--- src/rtl/ariane_soc.sv ---
// Shared SoC constants: Paper window location, register offsets, AXI response
// encoding and the small types used by the Paper config slave.
package ariane_soc;

  localparam logic [63:0] PaperBase   = 64'h1900_0000;
  localparam logic [63:0] PaperLength = 64'h0000_1000;

  localparam logic [11:0] PaperCtrlOff    = 12'h000;
  localparam logic [11:0] PaperStatusOff  = 12'h004;
  localparam logic [11:0] PaperFbLoOff    = 12'h008;
  localparam logic [11:0] PaperFbHiOff    = 12'h00C;
  localparam logic [11:0] PaperScratchOff = 12'h010;
  localparam logic [11:0] PaperCyclesOff  = 12'h014;

  typedef enum logic [1:0] {
    RESP_OKAY   = 2'b00,
    RESP_EXOKAY = 2'b01,
    RESP_SLVERR = 2'b10,
    RESP_DECERR = 2'b11
  } axi_resp_e;

  typedef enum logic [2:0] {
    REG_CTRL, REG_STATUS, REG_FB_LO, REG_FB_HI, REG_SCRATCH, REG_CYCLES, REG_NONE
  } paper_reg_e;

  typedef enum logic [1:0] {W_IDLE, W_HAVE_AW, W_HAVE_W, W_RESP} paper_w_state_e;
  typedef enum logic       {R_IDLE, R_RESP} paper_r_state_e;

  function automatic logic [31:0] byte_merge(input logic [31:0] old_v,
                                             input logic [31:0] new_v,
                                             input logic [3:0]  strb);
    logic [31:0] res;
    res = old_v;
    for (int b = 0; b < 4; b++)
      if (strb[b]) res[8*b +: 8] = new_v[8*b +: 8];
    return res;
  endfunction

endpackage

--- src/rtl/paper_cfg_decode.sv ---
// Address -> {register, response} decoder for the Paper window; used by both
// the read and the write channel.
module paper_cfg_decode
  import ariane_soc::*;
#(
  parameter int unsigned AddrWidth = 64,
  parameter logic [63:0] BaseAddr  = PaperBase
) (
  input  logic [AddrWidth-1:0] i_addr,
  input  logic                 i_write,
  output paper_reg_e           o_reg,
  output axi_resp_e            o_resp
);

  logic [11:0] w_off;

  always_comb begin
    w_off  = i_addr[11:0];
    o_reg  = REG_NONE;
    o_resp = RESP_OKAY;
    if (i_addr[AddrWidth-1:12] != BaseAddr[AddrWidth-1:12]) begin
      o_resp = RESP_DECERR;
    end else begin
      // Anything not an exact register offset (too high or misaligned) is SLVERR.
      case (w_off)
        PaperCtrlOff:    o_reg = REG_CTRL;
        PaperStatusOff:  o_reg = REG_STATUS;
        PaperFbLoOff:    o_reg = REG_FB_LO;
        PaperFbHiOff:    o_reg = REG_FB_HI;
        PaperScratchOff: o_reg = REG_SCRATCH;
        PaperCyclesOff:  o_reg = REG_CYCLES;
        default:         o_resp = RESP_SLVERR;
      endcase
      if (i_write && (o_reg == REG_STATUS || o_reg == REG_CYCLES)) begin
        o_reg  = REG_NONE;
        o_resp = RESP_SLVERR;
      end
    end
  end

endmodule

--- src/rtl/paper_cfg_slave.sv ---
// AXI4-Lite register slave for the Paper window: independent read/write FSMs,
// small register file and control outputs into the Paper datapath.
module paper_cfg_slave
  import ariane_soc::*;
#(
  parameter int unsigned AddrWidth = 64,
  parameter int unsigned DataWidth = 32,
  parameter logic [63:0] BaseAddr  = PaperBase
) (
  input  logic                   clk_i,
  input  logic                   rst_i,
  input  logic [AddrWidth-1:0]   aw_addr_i,
  input  logic                   aw_valid_i,
  output logic                   aw_ready_o,
  input  logic [DataWidth-1:0]   w_data_i,
  input  logic [DataWidth/8-1:0] w_strb_i,
  input  logic                   w_valid_i,
  output logic                   w_ready_o,
  output logic [1:0]             b_resp_o,
  output logic                   b_valid_o,
  input  logic                   b_ready_i,
  input  logic [AddrWidth-1:0]   ar_addr_i,
  input  logic                   ar_valid_i,
  output logic                   ar_ready_o,
  output logic [DataWidth-1:0]   r_data_o,
  output logic [1:0]             r_resp_o,
  output logic                   r_valid_o,
  input  logic                   r_ready_i,
  input  logic [7:0]             status_i,
  output logic                   enable_o,
  output logic                   irq_en_o,
  output logic [63:0]            fb_base_o
);

  paper_w_state_e r_w_state, w_w_state_d;
  paper_r_state_e r_r_state, w_r_state_d;

  logic                   r_aw_ready, r_w_ready, r_b_valid, r_ar_ready, r_r_valid;
  axi_resp_e              r_b_resp, r_r_resp;
  logic [DataWidth-1:0]   r_r_data;
  logic [AddrWidth-1:0]   r_aw_addr;
  logic [DataWidth-1:0]   r_w_data;
  logic [DataWidth/8-1:0] r_w_strb;

  logic [1:0]           r_ctrl;
  logic [DataWidth-1:0] r_fb_lo, r_fb_hi, r_scratch, r_cycles;

  logic                   w_aw_fire, w_w_fire, w_ar_fire, w_commit;
  logic [AddrWidth-1:0]   w_wr_addr;
  logic [DataWidth-1:0]   w_wr_data, w_rd_data;
  logic [DataWidth/8-1:0] w_wr_strb;
  paper_reg_e             w_wr_reg, w_rd_reg;
  axi_resp_e              w_wr_resp, w_rd_resp;

  assign w_aw_fire = aw_valid_i & r_aw_ready;
  assign w_w_fire  = w_valid_i & r_w_ready;
  assign w_ar_fire = ar_valid_i & r_ar_ready;

  // On the completing handshake the half not yet captured comes straight from the bus.
  assign w_wr_addr = (r_w_state == W_HAVE_AW) ? r_aw_addr : aw_addr_i;
  assign w_wr_data = (r_w_state == W_HAVE_W)  ? r_w_data  : w_data_i;
  assign w_wr_strb = (r_w_state == W_HAVE_W)  ? r_w_strb  : w_strb_i;

  paper_cfg_decode #(.AddrWidth(AddrWidth), .BaseAddr(BaseAddr)) u_wr_dec (
    .i_addr(w_wr_addr), .i_write(1'b1), .o_reg(w_wr_reg), .o_resp(w_wr_resp)
  );

  paper_cfg_decode #(.AddrWidth(AddrWidth), .BaseAddr(BaseAddr)) u_rd_dec (
    .i_addr(ar_addr_i), .i_write(1'b0), .o_reg(w_rd_reg), .o_resp(w_rd_resp)
  );

  always_comb begin
    w_w_state_d = r_w_state;
    w_commit    = 1'b0;
    case (r_w_state)
      W_IDLE: begin
        if (aw_valid_i && w_valid_i) begin
          w_commit    = 1'b1;
          w_w_state_d = W_RESP;
        end else if (aw_valid_i) begin
          w_w_state_d = W_HAVE_AW;
        end else if (w_valid_i) begin
          w_w_state_d = W_HAVE_W;
        end
      end
      W_HAVE_AW: if (w_valid_i) begin
        w_commit    = 1'b1;
        w_w_state_d = W_RESP;
      end
      W_HAVE_W: if (aw_valid_i) begin
        w_commit    = 1'b1;
        w_w_state_d = W_RESP;
      end
      W_RESP: if (b_ready_i) w_w_state_d = W_IDLE;
      default: w_w_state_d = W_IDLE;
    endcase
  end

  always_comb begin
    w_r_state_d = r_r_state;
    case (r_r_state)
      R_IDLE:  if (ar_valid_i) w_r_state_d = R_RESP;
      R_RESP:  if (r_ready_i)  w_r_state_d = R_IDLE;
      default: w_r_state_d = R_IDLE;
    endcase
  end

  always_comb begin
    w_rd_data = '0;
    case (w_rd_reg)
      REG_CTRL:    w_rd_data = {30'b0, r_ctrl};
      REG_STATUS:  w_rd_data = {24'b0, status_i};
      REG_FB_LO:   w_rd_data = r_fb_lo;
      REG_FB_HI:   w_rd_data = r_fb_hi;
      REG_SCRATCH: w_rd_data = r_scratch;
      REG_CYCLES:  w_rd_data = r_cycles;
      default:     w_rd_data = '0;
    endcase
  end

  // Handshake flops are loaded from the next state so every ready/valid is a register.
  always_ff @(posedge clk_i) begin
    if (rst_i) begin
      r_w_state  <= W_IDLE;
      r_r_state  <= R_IDLE;
      r_aw_ready <= 1'b1;
      r_w_ready  <= 1'b1;
      r_ar_ready <= 1'b1;
      r_b_valid  <= 1'b0;
      r_r_valid  <= 1'b0;
      r_b_resp   <= RESP_OKAY;
      r_r_resp   <= RESP_OKAY;
      r_r_data   <= '0;
      r_aw_addr  <= '0;
      r_w_data   <= '0;
      r_w_strb   <= '0;
    end else begin
      r_w_state  <= w_w_state_d;
      r_r_state  <= w_r_state_d;
      r_aw_ready <= (w_w_state_d == W_IDLE) || (w_w_state_d == W_HAVE_W);
      r_w_ready  <= (w_w_state_d == W_IDLE) || (w_w_state_d == W_HAVE_AW);
      r_b_valid  <= (w_w_state_d == W_RESP);
      r_ar_ready <= (w_r_state_d == R_IDLE);
      r_r_valid  <= (w_r_state_d == R_RESP);
      if (w_aw_fire) r_aw_addr <= aw_addr_i;
      if (w_w_fire) begin
        r_w_data <= w_data_i;
        r_w_strb <= w_strb_i;
      end
      if (w_commit) r_b_resp <= w_wr_resp;
      if (w_ar_fire) begin
        r_r_resp <= w_rd_resp;
        r_r_data <= (w_rd_resp == RESP_OKAY) ? w_rd_data : '0;
      end
    end
  end

  always_ff @(posedge clk_i) begin
    if (rst_i) begin
      r_ctrl    <= '0;
      r_fb_lo   <= '0;
      r_fb_hi   <= '0;
      r_scratch <= '0;
      r_cycles  <= '0;
    end else begin
      r_cycles <= r_cycles + 1'b1;
      if (w_commit && w_wr_resp == RESP_OKAY) begin
        case (w_wr_reg)
          REG_CTRL:    r_ctrl    <= byte_merge({30'b0, r_ctrl}, w_wr_data, w_wr_strb) & 32'h3;
          REG_FB_LO:   r_fb_lo   <= byte_merge(r_fb_lo,   w_wr_data, w_wr_strb);
          REG_FB_HI:   r_fb_hi   <= byte_merge(r_fb_hi,   w_wr_data, w_wr_strb);
          REG_SCRATCH: r_scratch <= byte_merge(r_scratch, w_wr_data, w_wr_strb);
          default: ;
        endcase
      end
    end
  end

  assign aw_ready_o = r_aw_ready;
  assign w_ready_o  = r_w_ready;
  assign b_valid_o  = r_b_valid;
  assign b_resp_o   = r_b_resp;
  assign ar_ready_o = r_ar_ready;
  assign r_valid_o  = r_r_valid;
  assign r_resp_o   = r_r_resp;
  assign r_data_o   = r_r_data;
  assign enable_o   = r_ctrl[0];
  assign irq_en_o   = r_ctrl[1];
  assign fb_base_o  = {r_fb_hi, r_fb_lo};

endmodule

--- config.mk ---
export PLATFORM = sky130hd
export DESIGN_NAME = paper_cfg_slave
export DESIGN_NICKNAME = d
export VERILOG_FILES = /design/src/rtl/ariane_soc.sv /design/src/rtl/paper_cfg_decode.sv /design/src/rtl/paper_cfg_slave.sv
export SDC_FILE = /design/constraint.sdc
export NUM_CORES = 1
export LEC_CHECK = 0
export BUFFER_PORTS_ARGS = -buffer_cell sky130_fd_sc_hd__buf_2
export CORE_AREA = 2 2 156 158
export DETAILED_ROUTE_END_ITERATION = 10
export DIE_AREA = 0 0 158 160
export GPL_ROUTABILITY_DRIVEN = 0
export PLACE_DENSITY = 0.81
export SYNTH_ARGS = -nofsm -noshare
export SYNTH_HDL_FRONTEND = slang
export SYNTH_HIERARCHICAL = 1
export SYNTH_SLANG_ARGS = --single-unit
--- constraint.sdc ---
create_clock -name clk_i -period 4.38 [get_ports clk_i]
set_input_delay 0.219 -clock clk_i [delete_from_list [all_inputs] [get_ports clk_i]]
set_output_delay 0.219 -clock clk_i [all_outputs]
set_load 0.05 [all_outputs]
==> summary.md, run 1 <==
| Metric | Value |
|---|---|
| Synth top area share | 43.4% |
| Routed WL per cell | roughly 18 um |
| IO Count | approximately 290 |
| CTS clk-pin slew, worst paths | around 0.060 ns |
| Ys async rst share | 0% |
| Clk Latency, worst-skew pair | about 0.55 ns |
| Critical Path RT | between 4 and 5 ns |
| Initial core utilization | a little over half |
| H-tree depth | 1 |
| Mean Syn Cell Area | roughly 8.5 um^2 |
| Dominant cells by area after synthesis | dfxtp_1 43%, nand2_1 8.6%, a221oi_1 6.6% |
| Via density | between 5 and 6 |
| Largest net degree at the start of global routing | 157 |
| Std cell rows | 57 |
| Synth-to-Final Area Change | 29.8% |
| Total wire length | 39.7 mm |
| Slowest stage cell, crit path | or2b_2 |
| Core Region | 23800 um^2 |
| Fmax | between 0.2 and 0.25 GHz |
| Hold Fails Final Rpt | 0 |
| ANT nets after route | 0 |
| CP max FO | 44 |
| Antenna violations before repair | 2 |
| Number of buffers inserted by hold repair at cts | 103 |
| CP arrival | between 4 and 5 ns |
| DP HPWL | 25.1 mm |
| CP startpoint kind | flip-flop |
| Final clock skew | ~0.021 ns |
| Final setup fails | 0 |
| CP cell instances | or2b_2 -> buf_12 -> mux2_2 -> nor4_1 -> nand3_1 -> nor3_1 -> buf_4 -> nand4_1 -> or2_2 -> a2111oi_4 -> buf_4 -> nand4_1 -> a221oi_1 |
| Synthesis Warnings | 6 |
| Die area | roughly 25000 um^2 |
| Top FF cell, synth | dfxtp_1 |
| First-pass GRT wire length | 62.4 mm |
| Number of global-route vias before repair | around 12000 |
| DRC viols | 0 |
| Share of post-route cells with drive strength above 1 | 24.7% |
| Status | complete, no violations |
| Cell taking the most area after synthesis | dfxtp_1 |
| Sink Count | roughly 270 |
| Fin crit share | between 90% and 100% |
| Post-layout min period | roughly 4.1 ns |
| Post-synth EDFFs | 0 |
| Slew @ Worst Pin | 1.22 ns |
| Die Y | 160 um |
| Min-Delay Path Class | in -> reg |
| Worst Setup SP | r_w_state[0] |
| FF-to-FF Start | r_w_state[0] |
| Max Cap Viol | 0 |
| First-pass iteration count of the detailed router | 6 |
| Number of setup buffers added after CTS | 0 |
| All-Layer GR Usage | between 30% and 40% |
| Hold Startpoint | aw_valid_i |
| Post-Syn Instances | ~1500 |
| Sequential area share after synthesis | 43.4% |
| Via count | about 13000 |
| Hold_ws | roughly 0.034 ns |
| Final Max Slew Viols | 0 |
| Number of gates resized after cts | 0 |
| Grt ovf | 0 |
| Post-Syn Area | 12600 um^2 |
| Iter 0 DRT Violations | about 1200 |
| Max IR drop VDD | about 0.34 mV |
| Nets | ~2000 |
| CP Class | reg -> reg |
| Worst-case clock buffer depth | 3 |
| Setup TNS | 0 ns |
| Port Buffers | between 200 and 300 |
| CTS tree | done |
| CP max stage delay | about 0.42 ns |
| Die Wd | 158 um |
| Slew margin rel. | approximately a fifth |
| Power per cell area | 365 nW/um^2 |
| P_leak | roughly 6.3 nW |
| Critical path endpoint category | flip-flop |
| CTS Buf Count | 29 |
| Synth cell types | 53 |
| RSZ-0062 raised after global routing | no |
| Seq cells post-synth | 273 |
| Root Buffer Master | clkbuf_16 |
-- report_power, final --
part | internal [mW] | switching (mW)
sequential | 2.55 | 0.0378
combinational | 0.267 | 0.348
clock | 1.73 | 1.04
-- per-layer routing --
layer	part of all wire, %	vias to the layer above	track usage (%)	routed length (um)
li1	-	5939	-	-
met1	40	5997	39.7	16000
met2	47	626	49.7	18700
met3	7.9	139	4.59	3130
met4	4.6	2	12.4	1820
met5	0.035	-	0	14
-- worst paths after layout --
kind	end	slack [ns]	depth (start not counted)
setup reg to reg	r_scratch[7]	0.32	13
hold reg to reg	r_data_o[4]	0.45	2
setup / recovery	r_scratch[7]	0.32	13
hold / removal	b_valid_o	0.03	3
-- registers in the layout, indices dropped and copies added (netlist names), 4 cells and up --
register / count
r_aw_addr: 64
r_w_strb: 4
r_w_data: 32
r_cycles: 32
r_fb_hi: 32
r_data_o: 32
r_fb_lo: 32
r_scratch: 32
-- cells in the final DEF, fill, tap and decap left out, drive strengths merged, types with 3 or more instances in the layout --
cell type	n
a211oi	8
a21oi	135
a221oi	96
a22oi	25
and2	7
and3	38
and4	8
buf	307
bufinv	7
clkbuf	38
clkinv	8
conb	4
dfxtp	273
dlygate4sd3	103
inv	106
mux2	71
mux2i	66
nand2	290
nand2b	3
nand3	27
nand4	16
nor2	56
nor2b	3
nor3	10
nor4	25
nor4b	8
o21ai	12
o22ai	24
o31ai	12
or3	10
or4	14
xnor2	7
xor2	6
-- kinds of logic after synthesis --
logic type,after synthesis,synth area share [%]
DFF,273,43.4
muxes,138,11.8
adders and majority gates,1,0.0993
buffers and inverters,215,6.66
and+or+nand+nor,521,20.1
AOI/OAI and AO/OA,319,17.0
other,2,0.0596
xor gates and xnor gates,13,0.904
-- critical path, delay by kind of cell (launching register included) --
family	cells	cell delay [ns]
simple gates	7	1.99
buf+inv	3	0.69
compound gates	2	0.61
flops	1	0.33
mux	1	0.31
-- cell usage after synthesis (3+ instances only) --
cell type and instances:
a21oi_1 135, xor2_1 6, nand2b_1 3, mux2i_1 66, nand4_1 16, or4_1 12
nor4b_1 6, a22oi_1 25, buf_2 14, nand2_1 290, and4_1 8, xnor2_1 7
nor3_1 8, nand3_4 6, mux2_2 69, o22ai_1 24, or3_1 10, and2_1 5
nor2_1 55, buf_1 16, clkbuf_1 79, nor4_1 25, a221oi_1 95, nor2b_1 3
dfxtp_1 273, inv_1 104, o31ai_1 12, o21ai_0 12, nand3_1 21, a211oi_1 8
and3_1 36
-- final cells by class --
class	count	area [um^2]
antenna	1	2.50
clock buffer	37	816
clock inverter	17	274
fill	1847	7460
inverter	104	390
multi-input combinational	996	6310
sequential	273	5470
tap	324	405
timing repair buffer	411	2690
-- per-stage QoR --
step	cell area [um^2]	worst slack, ns	cells	utilization [%]	total power, mW
2_1_floorplan	12600	0.406	1484	-	2.96
3_3_place_gp	14200	0.524	2005	59.7	3.13
5_1_grt	16400	0.137	2163	68.7	6.14
4_1_cts	16400	0.400	2162	68.7	5.95
6_report	16400	0.316	2163	68.7	5.97
3_5_place_dp	14200	0.411	2005	59.7	3.15
Note: power is estimated with default switching activity, not from simulation.
==> run 2, diff against run 1 <==
Settings changed: CELL_PAD_IN_SITES_DETAIL_PLACEMENT from default to 1, CELL_PAD_IN_SITES_GLOBAL_PLACEMENT from default to 1, CORE_AREA 2 2 156 158 to 2 2 181 183, DIE_AREA 0 0 158 160 to 0 0 183 185, TNS_END_PERCENT from default to 20.
==> run 2 against run 1 <==
Against the previous run:
- design area rose by 0.21%
- count of clock-buffer cells in the layout rose by 10
- register-to-register slack got worse by 0.08 ns
- hold slack improved by 0.048 ns
- sequential power barely moved
- worst setup slack got worse by 0.078 ns
- via count fell by 1.3%
- wire length rose by 13%
- flip-flop and latch count did not move
- maximum frequency fell by 1.9%
- final cell count rose by 4.2%
- critical path depth fell by 2
==> summary.md, run 2 (same netlist as run 1, synthesis figures left out) <==
| Metric | Value |
|---|---|
| CP Class | reg -> reg |
| Switch share | between 20% and 30% |
| Crit path to | r_fb_lo[0] |
| CP max FO | 64 |
| Routed WL per cell | between 20 and 25 um |
| Number of global-route vias before repair | between 10000 and 15000 |
| Grt ovf | 0 |
| Core Region | between 30000 and 40000 um^2 |
| Initial core utilization | between 30% and 40% |
| Clock power share | 44.7% |
| Met2 Use GR | a little under half |
| Comb power frac | 10.8% |
| Min-Delay Path Class | in -> reg |
| Sequential power share | ~45% |
| P_leak | 6.26 nW |
| Sink Count | roughly 270 |
| DP Area | 14300 um^2 |
| Fmax | 0.241 GHz |
| CP arrival | approximately 4.5 ns |
| Final setup fails | 0 |
| Setup TNS | 0 ns |
| Status | complete, no violations |
| Hold Fails Final Rpt | 0 |
| All-Layer GR Usage | 25.8% |
| Met3 usage | between 4 and 5% |
| Via density | approximately 5.6 |
| Slew @ Worst Pin | roughly 1.1 ns |
| Critical Path RT | about 4.7 ns |
| CP startpoint kind | flip-flop |
| Via count | 12500 |
| Max reg flops | between 60 and 70 |
| Fin crit share | 94.6% |
| Synth-to-Final Area Change | 30.1% |
| Iter 0 DRT Violations | roughly 800 |
| Worst-case clock buffer depth | 3 |
| Die area | about 34000 um^2 |
| IO Count | ~290 |
| Flop2flop setup slack | around 0.24 ns |
| DP HPWL | slightly below 30 mm |
| Total wire length | 45.1 mm |
| Largest net degree at the start of global routing | 150 |
| Die Y | approximately 190 um |
| Max IR drop VDD | around 0.33 mV |
| Critical path endpoint category | flip-flop |
| Root Buffer Master | clkbuf_16 |
| Worst r2r path cells | 11 |
| Most frequent cells in the layout | 289 x nand2_1, 284 x buf_2, 273 x dfxtp_1 |
| ANT nets after route | 0 |
| DRC viols | 0 |
| Psw | roughly 1.4 mW |
| CTS clk-pin slew, worst paths | ~0.060 ns |
| Met1 Usage GRT | 32.3% |
| H-tree depth | 1 |
| Design area | around 16000 um^2 |
| Antenna violations before repair | 3 |
| Fill cell count | ~3800 |
| Std cell rows | 66 |
| First-pass iteration count of the detailed router | 5 |
| Nets | ~2000 |
| Worst Setup SP | r_w_state[0] |
| Slew margin rel. | between 20% and 30% |
| Critical R2R Capture | r_fb_lo[0] |
| Final Max Slew Viols | 0 |
| CTS tree | done |
| FF-to-FF Start | r_w_state[0] |
| Max Cap Viol | 0 |
| Die Wd | 183 um |
| Final clock skew | around 0.019 ns |
| Clk Latency, worst-skew pair | ~0.55 ns |
| Post-layout min period | 4.14 ns |
| GRT Max-Usage Layer | met2 |
| Port Buffers | 285 |
| Most flop-heavy register | r_aw_addr |
| Cell Int Power | ~4.4 mW |
| Share of post-route cells with drive strength above 1 | 24.4% |
| Most common cell after layout, fill and taps aside | nand2_1 |
| First-pass GRT wire length | 70.7 mm |
| CTS Buf Count | 30 |
| Power per cell area | between 300 and 400 nW/um^2 |
run 2: critical path, cell delays in order (launching register included):
cell,delay (ns)
dfxtp_1,0.32
or2b_2,0.32
buf_12,0.22
mux2_2,0.32
nor4_1,0.40
and4_1,0.32
and3_2,0.24
nand4b_1,0.52
nor3b_2,0.62
and2_0,0.19
buf_4,0.33
a221oi_1,0.14
run 2: final cells by class:
| class | count | area (um^2) | area share, % |
|---|---|---|---|
| timing repair buffer | 412 | 2690 | 16.4 |
| antenna | 5 | 12.5 | 0.0763 |
| inverter | 104 | 390 | 2.38 |
| multi-input combinational | 996 | 6310 | 38.5 |
| clock inverter | 8 | 92.6 | 0.565 |
| clock buffer | 47 | 916 | 5.59 |
| tap | 408 | 510 | 3.11 |
| sequential | 273 | 5470 | 33.3 |
run 2: metrics by stage:
step / hold slack (ns) / instances / setup WS, ns / power (mW) / utilization [%]
floorplan: 0.330 / 1484 / 0.406 / 2.96 / -
global placement: 0.424 / 2088 / 0.495 / 3.14 / 44.7
detailed placement: 0.429 / 2088 / 0.345 / 3.17 / 44.7
CTS: 0.0465 / 2247 / 0.244 / 5.81 / 51.1
global route: 0.0845 / 2250 / -0.00530 / 6.00 / 51.1
finish: 0.0815 / 2253 / 0.237 / 5.80 / 51.2
run 2: worst min-delay path by stage:
stage,from,endpoint,slack [ns],cells past startpoint
floorplan,r_ready_i,r_valid_o,0.33,1
global placement,r_ready_i,r_valid_o,0.42,2
detailed placement,r_ready_i,r_valid_o,0.43,2
CTS,b_ready_i,aw_ready_o,0.05,3
global route,b_ready_i,aw_ready_o,0.08,3
finish,b_ready_i,aw_ready_o,0.08,3
run 2: timing repair:
action                                  CTS  global route
endpoints found under the setup margin    0             4
setup buffers                             0             1
hold endpoints to repair                105             0
hold buffers                            104             0
resized for setup                         0             1
run 2: power groups by stage:
| stage | clock, mW | sequential (mW) | combinational (mW) |
|---|---|---|---|
| 3_3_place_gp | 0 | 2.63 | 0.512 |
| 3_5_place_dp | 0 | 2.64 | 0.528 |
| 5_1_grt | 2.73 | 2.59 | 0.676 |
| 2_1_floorplan | 0 | 2.65 | 0.307 |
| 4_1_cts | 2.62 | 2.58 | 0.607 |
| 6_report | 2.59 | 2.58 | 0.624 |
run 2: per-layer routing:
layer | wire (um) | vias to the layer above
li1 | - | 5934
met1 | 19100 | 6199
met2 | 22600 | 335
met3 | 2210 | 74
met4 | 1170 | 2
met5 | 13 | -
==> run 3, diff against run 2 <==
Settings changed: BUFFER_PORTS_ARGS -buffer_cell sky130_fd_sc_hd__buf_2 to default, CORE_AREA 2 2 181 183 to 2 2 167 169, DIE_AREA 0 0 183 185 to 0 0 169 171, DONT_BUFFER_PORTS from default to 1.
==> run 3 against run 2 <==
Against the previous run:
- worst setup slack worse by 0.088 ns
- sequential share of layout area up 3.3 points
- final cell count down 15%
- largest cell class unchanged
- die area down 15%
- design area down 9.1%
- global-route usage up 4.1 points
- non-clock buffer count down 276
- combinational power down 19%
- core utilization up 3.4 points
- total power down 4.0%
- count of clock-buffer cells in the layout down 3
==> summary.md, run 3 (same netlist as run 1, synthesis figures left out) <==
| Metric | Value |
|---|---|
| Status | complete, no violations |
| Top cell by count, worst path | buf_4 |
| Core Region | ~27000 um^2 |
| Via count | around 12000 |
| CTS tree | done |
| Die area | between 20000 and 30000 um^2 |
| Std cell rows | 61 |
| Inserted Diodes | 0 |
| Fmax | roughly 0.24 GHz |
| Via density | approximately 6.1 |
| Post-route setup slack | 0.149 ns |
| Total wire length | 44.9 mm |
| Most frequent cells in the layout | 289 x nand2_1, 273 x dfxtp_1, 135 x a21oi_1 |
| Port Buffers | 0 |
| CTS Buf Count | 30 |
| CP cell instances | or2b_4 -> buf_12 -> mux2_2 -> nor4_1 -> nand3_1 -> nor3_1 -> buf_4 -> nand4_1 -> or2_2 -> a2111oi_4 -> buf_4 -> nand4_1 -> buf_4 -> a221oi_1 |
| Min-Delay Path Class | in -> reg |
| Slew @ Worst Pin | 1.11 ns |
| Max Cap Viol | 0 |
| DRC viols | 0 |
| Final design utilization | a little over half |
| All-Layer GR Usage | ~30% |
| Most common cell after layout, fill and taps aside | nand2_1 |
| Final Max Slew Viols | 0 |
| Power per cell area | 374 nW/um^2 |
| Setup TNS | 0 ns |
| Post-layout min period | 4.23 ns |
| Dpl ws | 0.0511 ns |
| Seq. cell area | 5470 um^2 |
| CP startpoint kind | flip-flop |
| Number of global-route vias before repair | roughly 12000 |
| Max reg flops | 64 |
| ANT nets after route | 0 |
| Die Y | approximately 170 um |
| Clk Latency, worst-skew pair | 0.56 ns |
| Critical Path RT | around 4.8 ns |
| Largest net degree at the start of global routing | approximately 250 |
| Most flop-heavy register | r_aw_addr |
| CP Class | reg -> reg |
| Area of the multi-input gates | 6330 um^2 |
| Root Buffer Master | clkbuf_16 |
| Synth-to-Final Area Change | 18.2% |
| Die Wd | between 150 and 200 um |
| Slowest stage cell, crit path | nor4_1 |
| Iter 0 DRT Violations | just under 800 |
| Share of post-route cells with drive strength above 1 | roughly 11% |
| Final setup fails | 0 |
| CP max stage delay | just over 0.4 ns |
| Fin crit share | 96.6% |
| Nets | between 1500 and 2000 |
| Fill cell count | between 3000 and 4000 |
| CP arrival | 4.67 ns |
| Max IR drop VDD | 0.301 mV |
| Critical path endpoint category | flip-flop |
| First-pass GRT wire length | a little under 70 mm |
| CTS clk-pin slew, worst paths | 0.07 ns |
| RSZ-0062 raised after global routing | no |
| Worst-case clock buffer depth | 3 |
| Slew margin rel. | roughly a quarter |
| Sink Count | approximately 270 |
| Routed WL per cell | 23.5 um |
| H-tree depth | 1 |
| First-pass iteration count of the detailed router | 5 |
| DP HPWL | 27.7 mm |
| P_leak | a little over 5 nW |
| IO Count | about 290 |
| Final clock skew | approximately 0.026 ns |
| Initial core utilization | approximately 46% |
| Grt ovf | 0 |
| Hold Fails Final Rpt | 0 |
| CP max FO | 29 |
| Antenna violations before repair | 0 |
run 3: stage by stage:
stage	hold slack (ns)	std cells	instance area (um^2)	total power, mW
after floorplan	0.330	1484	12600	2.96
after global placement	0.305	1745	12800	3.00
after detailed placement	0.306	1745	12800	3.02
after CTS	0.0227	1904	14900	5.55
after global routing	0.0504	1909	14900	5.74
final	0.0315	1909	14900	5.57
run 3: layer usage:
layer | vias to the layer above | share of wire (%) | GRT usage (%)
met3 | 101 | 7.7 | 7.93
met4 | 0 | 3.2 | 9.85
li1 | 5387 | - | -
met2 | 413 | 48 | 50.7
met5 | - | 0 | 0.696
met1 | 5752 | 41 | 37.1
run 3: final timing paths:
kind	endpoint	from	cells past startpoint	slack [ns]
worst max register to register	r_scratch[15]	r_w_state[0]	14	0.15
worst min-delay path	r_ctrl[1]	w_data_i[1]	3	0.03
worst min register to register	r_w_strb[1]	r_w_strb[1]	2	0.45
worst max-delay path	r_scratch[15]	r_w_state[0]	14	0.15
run 3: layout make-up:
class	instances	share of cell area, %
Multi-Input combinational cell	997	42.5
Sequential cell	273	36.7
Timing Repair Buffer	136	9.00
Clock buffer	44	5.94
Tap cell	346	2.91
Inverter	104	2.62
Clock inverter	9	0.344
run 3: critical path, delay by kind of cell, from the launching register on:
| family | cells | cell delay [ns] |
|---|---|---|
| and+or+nand+nor | 7 | 1.88 |
| muxes | 1 | 0.35 |
| buffers and inverters | 4 | 0.95 |
| DFF | 1 | 0.33 |
| AOI/OAI and AO/OA | 2 | 0.59 |
run 3: what timing repair did:
action,4_1_cts,5_1_grt
resized for setup,1,1
endpoints found under the setup margin,4,77
setup buffers,0,4
gates cloned,0,1
hold endpoints to repair,273,0
hold buffers,106,0
run 3: power breakdown:
| part | switching [mW] | leakage [nW] | internal [mW] |
|---|---|---|---|
| Combinational | 0.295 | 2.36 | 0.212 |
| Clock | 1.06 | 0.471 | 1.39 |
| Sequential | 0.0665 | 2.22 | 2.55 |
| Total | 1.42 | 5.05 | 4.15 |
